$ cat config.mk
export PLATFORM = sky130hd
export DESIGN_NAME = imem_loader
export DESIGN_NICKNAME = d
export VERILOG_FILES = /design/src/rtl/imem_pkg.sv /design/src/rtl/imem_loader_byte_packer.sv /design/src/rtl/imem_loader.sv
export SDC_FILE = /design/constraint.sdc
export NUM_CORES = 1
export LEC_CHECK = 0
export ABC_CLOCK_PERIOD_IN_PS = 2700
export CAP_MARGIN = 20
export CORE_ASPECT_RATIO = 1.25
export CORE_MARGIN = 2
export CORE_UTILIZATION = 43
export CTS_CLUSTER_DIAMETER = 30
export DETAILED_ROUTE_END_ITERATION = 7
export PLACE_DENSITY = 0.72
export SLEW_MARGIN = 15
export SYNTH_ARGS = -nofsm -noshare
export SYNTH_HDL_FRONTEND = slang
export SYNTH_SLANG_ARGS = --single-unit
$ cat constraint.sdc
create_clock -name Clk -period 2.7 [get_ports Clk]
set_input_delay 0.405 -clock Clk [delete_from_list [all_inputs] [get_ports Clk]]
set_output_delay 0.405 -clock Clk [all_outputs]
set_load 0.05 [all_outputs]
$ cat src/rtl/imem_pkg.sv
// Shared constants and state encoding for the instruction-memory loader.
// Also holds the WordCount range check used when a load is requested.
package imem_pkg;

  localparam int          DEPTH_DEF     = 256;
  localparam logic [31:0] BASE_ADDR_DEF = 32'h0000_0000;
  localparam int          ADDR_W        = 32;
  localparam int          COUNT_W       = 9;

  typedef enum logic [1:0] {
    ST_IDLE  = 2'd0,
    ST_RECV  = 2'd1,
    ST_WRITE = 2'd2,
    ST_DONE  = 2'd3
  } loader_state_t;

  // A load request is legal only for 1..depth words.
  function automatic logic count_ok(input logic [COUNT_W-1:0] n, input int depth);
    return (n != {COUNT_W{1'b0}}) && (int'(n) <= depth);
  endfunction

endpackage

$ cat src/rtl/imem_loader_byte_packer.sv
// Assembles a little-endian 32-bit word from a byte stream.
// word_done flags the byte that completes the current word.
module byte_packer (
  input  logic        clk,
  input  logic        reset,
  input  logic        clear,
  input  logic [7:0]  byte_in,
  input  logic        byte_en,
  output logic [31:0] word,
  output logic        word_done
);

  logic [1:0]  cnt_r;
  logic [31:0] word_r;

  // Lane counter and word register; lane index wraps 3->0 after each word.
  always_ff @(posedge clk) begin
    if (reset) begin
      cnt_r  <= 2'd0;
      word_r <= 32'd0;
    end else if (clear) begin
      cnt_r  <= 2'd0;
    end else if (byte_en) begin
      word_r[{cnt_r, 3'b000} +: 8] <= byte_in;
      cnt_r                        <= cnt_r + 2'd1;
    end
  end

  assign word      = word_r;
  assign word_done = byte_en && (cnt_r == 2'd3);

endmodule

$ cat src/rtl/imem_loader.sv
// Streams program bytes into instruction memory and holds the CPU in reset
// until a complete program is resident.
module imem_loader
  import imem_pkg::*;
#(
  parameter int                DEPTH     = DEPTH_DEF,
  parameter logic [ADDR_W-1:0] BASE_ADDR = BASE_ADDR_DEF
) (
  input  logic               Clk,
  input  logic               Reset,
  input  logic               Start,
  input  logic [COUNT_W-1:0] WordCount,
  input  logic [7:0]         ByteData,
  input  logic               ByteValid,
  output logic               ByteReady,
  output logic               MemWe,
  output logic [ADDR_W-1:0]  MemAddr,
  output logic [31:0]        MemWData,
  output logic               CpuResetn,
  output logic               Busy,
  output logic               Done,
  output logic               Error
);

  localparam int IDX_W = $clog2(DEPTH) + 1;

  loader_state_t     state_r;
  loader_state_t     state_s;
  logic [COUNT_W-1:0] count_r;
  logic [IDX_W-1:0]   word_idx_r;
  logic               load_s;
  logic               reject_s;
  logic               byte_en_s;
  logic               word_done_s;
  logic               last_s;
  logic [31:0]        word_s;

  logic               byte_ready_r;
  logic               mem_we_r;
  logic [ADDR_W-1:0]  mem_addr_r;
  logic               cpu_resetn_r;
  logic               busy_r;
  logic               done_r;
  logic               error_r;

  assign byte_en_s = ByteValid && (state_r == ST_RECV);
  assign last_s    = ((32'(word_idx_r) + 32'd1) == 32'(count_r));

  byte_packer u_packer (
    .clk       (Clk),
    .reset     (Reset),
    .clear     (load_s),
    .byte_in   (ByteData),
    .byte_en   (byte_en_s),
    .word      (word_s),
    .word_done (word_done_s)
  );

  // Next-state decode; Start is only honoured while idle or holding a program.
  always_comb begin
    state_s  = state_r;
    load_s   = 1'b0;
    reject_s = 1'b0;
    case (state_r)
      ST_IDLE, ST_DONE: begin
        if (Start) begin
          if (count_ok(WordCount, DEPTH)) begin
            state_s = ST_RECV;
            load_s  = 1'b1;
          end else begin
            reject_s = 1'b1;
          end
        end else begin
          state_s = state_r;
        end
      end
      ST_RECV: begin
        if (word_done_s) begin
          state_s = ST_WRITE;
        end else begin
          state_s = ST_RECV;
        end
      end
      ST_WRITE: begin
        if (last_s) begin
          state_s = ST_DONE;
        end else begin
          state_s = ST_RECV;
        end
      end
      default: state_s = ST_IDLE;
    endcase
  end

  // State, counters and registered outputs decoded from the next state.
  always_ff @(posedge Clk) begin
    if (Reset) begin
      state_r      <= ST_IDLE;
      count_r      <= {COUNT_W{1'b0}};
      word_idx_r   <= {IDX_W{1'b0}};
      byte_ready_r <= 1'b0;
      mem_we_r     <= 1'b0;
      mem_addr_r   <= {ADDR_W{1'b0}};
      cpu_resetn_r <= 1'b0;
      busy_r       <= 1'b0;
      done_r       <= 1'b0;
      error_r      <= 1'b0;
    end else begin
      state_r <= state_s;
      if (load_s) begin
        count_r    <= WordCount;
        word_idx_r <= {IDX_W{1'b0}};
      end else if (state_r == ST_WRITE) begin
        word_idx_r <= word_idx_r + {{(IDX_W-1){1'b0}}, 1'b1};
      end
      // word_idx_r still points at the word being completed here.
      if (state_s == ST_WRITE) begin
        mem_addr_r <= BASE_ADDR + (32'(word_idx_r) << 2);
      end
      byte_ready_r <= (state_s == ST_RECV);
      mem_we_r     <= (state_s == ST_WRITE);
      busy_r       <= (state_s == ST_RECV) || (state_s == ST_WRITE);
      done_r       <= (state_s == ST_DONE);
      cpu_resetn_r <= (state_s == ST_DONE);
      error_r      <= reject_s;
    end
  end

  assign ByteReady = byte_ready_r;
  assign MemWe     = mem_we_r;
  assign MemAddr   = mem_addr_r;
  assign MemWData  = word_s;
  assign CpuResetn = cpu_resetn_r;
  assign Busy      = busy_r;
  assign Done      = done_r;
  assign Error     = error_r;

endmodule

==> results.md <==
Global routing:
- The initial antenna violation count came to 0.
- Entering global routing, the biggest net connects 36 pins.
- The via count of the first global-routing pass is 2483.
- The wire length of the first global-routing pass is 11700 µm.
- The global-route usage over all layers is 18.0%.
- Summed over all layers, the global routing overflow is 0.

STA:
- The clock skew is 0.00763 ns.
- The hold violation total from the final report is 0.
- The time the worst path needs with I/O delays and setup is 2.41 ns.
- At the pin with the least slew margin, the transition time is 0.523 ns.
- The worst path uses 89.3% of the clock period.
- Headroom to the max-slew limit came out at 65.0%.
- The max-slew violation total from the final report is 0.
- The maximum clock rate is 0.415 GHz.
- The summed negative setup slack over all endpoints is 0 ns.
- The count of final setup violators is 0.
- Setup repair after global routing left no endpoint under its margin.

Routing:
- The count of nets left with antenna violations once routing finished came out at 0.
- The first-iteration detailed-routing DRC count is 120.
- The total iterations of the first detailed-routing run is 4.
- Summed over all layers, the routed wires come to 7430 µm.
- For this block, the via count after detailed routing is 2753.
- The average wire length per cell after detail routing is 13.9 µm.
- For this run, design rule violations remaining after detail routing come to 0.
- The average via count per standard cell is 5.17.

Layout:
- The total of fill cells in the finished design is 663.
- Summing all flip-flop and latch instances after layout gives 1360 µm².
- The final net count is 469.
- The footprint of the multi-input gates is 1730 µm².
- The antenna diode instance count is 0.
- The area growth from synthesis to layout is 30.3%.
- The share of cells above drive strength 1 is 10.4%.

Place:
- The placed wire-length estimate after detailed placement is 5380 µm.
- At the end of routability-driven placement, the weighted congestion stood at 0.857.
- The port buffer count is 67.

Power and ir drop:
- In this run the power density over the cells is 701 nW/µm².
- In this run the static leakage power is 1.59 nW.
- The register share of total power is 37.0%.
- The design draws 3.02 mW.
- The power spent charging and discharging nets is 1.04 mW.
- Combinational cells account for 31.9% of the total power.
- The total internal power is 1.98 mW.
- The worst voltage drop across the vdd grid is 0.323 mV.
- In this run, the clock network consumes 31.1% of the power.
- The switching share of power is 34.3%.

Yosys:
- The complex-gate fraction of the synthesized area is 14.2%.
- The number of synthesized register bits is 68.
- The average cell area after synthesis is 9.11 µm².
- The post-synthesis instance area is 3310 µm².
- The number of instances in the synthesized netlist is 363.
- The Yosys step of the flow raised 0 warnings.
- The synthesized netlist devotes 5.79% of its cell area to XOR and XNOR gates.
- The netlist uses 42 different library cells.
- Summing the areas of all and, or, nand and nor instances in the mapped netlist gives 21.1% of the synthesized area.
- Sequential cells were found to cover 41.2% of the synthesized design area.
- By area, the combinational part of the netlist is dominated by simple AND/OR/NAND/NOR gates.
- The share of synthesized cell area in full adder, half adder and majority cells is 4.54%.
- The multiplexer share of the synthesized area is 3.63%.

CTS:
- The root cell of the clock tree is clkbuf_8.
- The clock tree from TritonCTS is yes.
- The source-to-sink clock delay at the later pin of the worst-skew pair is 0.34 ns.
- For this design, the CTS-stage hold fixing added 0 buffers.
- After clock tree synthesis, the clock-pin slew on the worst setup and hold paths is 0.08 ns.
- The CTS buffer count is 9.
- The number of setup buffers added after CTS is 0.
- CTS saw 68 sinks.
- The number of resized instances in the post-cts repair step is 0.
- The number of buffers between clock root and the deepest sink is 2.
- CTS built an H-tree with a depth of 3.

Min path:
- In this run the worst hold path is classified as register to register.

Die:
- The full die area is 8410 µm².
- The die is 102 µm tall.
- The x dimension of the die is 82.4 µm.
- The cell row count is 35.
- For this configuration, the core starts out at a cell density of 44.7%.
- The core area is 7400 µm².
- In this run the count of I/O pins placed on the die edge is 91.

Critical path:
- The arrival time reported for the critical path endpoint is 2.62 ns.
- The element type at the critical path end is a register.
- The type of origin of the critical path is a register.
- Of all nets on the critical path, the largest fanout is 9.
- STA puts the critical path data required time at 2.91 ns.
- The critical path start-end classification is register to register.

Job:
- The reported max-cap violation count is 0.

Run status:
- The flow ran to the end, and the final reports show no timing, DRC or antenna violations.
power by group through the flow:
stage	clock network [mW]	registers [mW]	logic, mW
after floorplan	0	1.25	0.551
after detailed placement	0	1.14	0.955
after global routing	1.00	1.13	1.05
after global placement	0	1.14	0.939
final	0.938	1.12	0.964
after CTS	0.965	1.12	0.959
placed cells by master, fill, tap and decap left out, types with 5 or more instances in the layout:
cell | Yosys | layout
mux2i_1 | 12 | 12
clkbuf_8 | 0 | 9
nand2b_1 | 9 | 9
nor2b_1 | 5 | 5
or4b_1 | 8 | 8
a21oi_1 | 19 | 19
inv_1 | 6 | 6
conb_1 | 1 | 23
xor2_1 | 12 | 12
clkdlybuf4s50_1 | 0 | 66
nor2_1 | 24 | 24
o21ai_0 | 19 | 19
dfxtp_1 | 68 | 67
ha_1 | 12 | 11
o31ai_1 | 24 | 24
xnor2_1 | 8 | 8
nand2_1 | 20 | 20
buf_4 | 26 | 22
nand4_1 | 7 | 7
nand3b_1 | 26 | 26
flip-flops by register name (all words and copies together) (netlist names), 2 cells and up:
name            count
MemAddr             9
u_packer.word      32
state_r             2
count_r             9
word_idx_r          9
u_packer.cnt_r      2
kinds of logic (layout without fill, tap and decap cells):
kind of cell,after synthesis,in the layout
AND/OR/NAND/NOR,118,118
AO/OA/AOI/OAI,75,75
flip-flops,68,68
buffers and inverters,56,112
XOR/XNOR,21,21
adder cells (fa/ha/maj),12,12
multiplexers,12,12
other,1,23
per-stage QoR:
step                setup WS, ns  utilization, %  std cells  hold WS [ns]  area, µm²
finish                     0.289            58.2        533         0.475       4310
detailed placement        -0.148            54.9        517         0.466       4060
floorplan                  0.124               -        385         0.465       3390
global placement         -0.0349            54.9        517         0.458       4060
global route              0.0159            58.2        533         0.499       4310
CTS                        0.110            57.9        533         0.477       4290
metal layers:
layer  wire [µm]  vias up  track usage, %
li1            -     1377               -
met1        3370     1287            23.5
met2        3580       81            28.7
met3         382        8            4.24
met4         100        0            6.92
met5           0        -               0
cell type report:
type | count | share of cell area (%)
Clock inverter | 7 | 2.35
Clock buffer | 9 | 2.88
Inverter | 6 | 0.523
Sequential cell | 68 | 31.6
Multi-Input combinational cell | 261 | 40.2
Tap cell | 92 | 2.67
Timing Repair Buffer | 90 | 19.8
critical path: stages (launching register included):
cell and delay (ns):
dfxtp_1 0.46, ha_4 0.21, nand4_1 0.21, xnor2_1 0.21, nand2_1 0.07, mux2i_1 0.13
a31oi_1 0.15, nor3b_2 0.22, ha_1 0.22, buf_12 0.15, mux2i_1 0.20, nor2_1 0.06
cell usage after synthesis (all sizes together):
master	number	area, µm²
nand2	20	75.1
or2	1	6.26
or4b	8	80.1
nor4b	1	8.76
conb	1	3.75
o211ai	4	30.0
buf	32	224
nor4	2	12.5
nor2b	5	31.3
xor2	12	105
ha	12	150
and2	3	18.8
inv	6	22.5
dfxtp	68	1360
a31oi	2	12.5
nand3b	26	195
xnor2	9	86.3
a21oi	19	95.1
clkbuf	18	67.6
nand3	3	15.0
o31a	1	8.76
or3b	1	8.76
and3	2	13.8
o31ai	24	180
o22ai	1	6.26
or3	2	12.5
nor3b	3	22.5
nor2	25	96.4
nand4	7	43.8
a311oi	1	8.76
nand2b	9	56.3
a41oi	1	8.76
a21o	2	15.0
o21ai	19	95.1
mux2i	12	120
a211oi	1	7.51
worst paths after layout:
path	start	end	slack, ns	cells after the start
min reg2reg	u_packer.word[0]$_SDFFE_PP0P_	u_packer.word[0]$_SDFFE_PP0P_	0.47	2
max	word_idx_r[1]$_SDFFE_PP0N_	MemAddr[5]$_SDFFE_PP0N_	0.29	11
max reg2reg	word_idx_r[1]$_SDFFE_PP0N_	MemAddr[5]$_SDFFE_PP0N_	0.29	11
min	u_packer.word[0]$_SDFFE_PP0P_	u_packer.word[0]$_SDFFE_PP0P_	0.47	2
(Power assumes the default switching activity.)
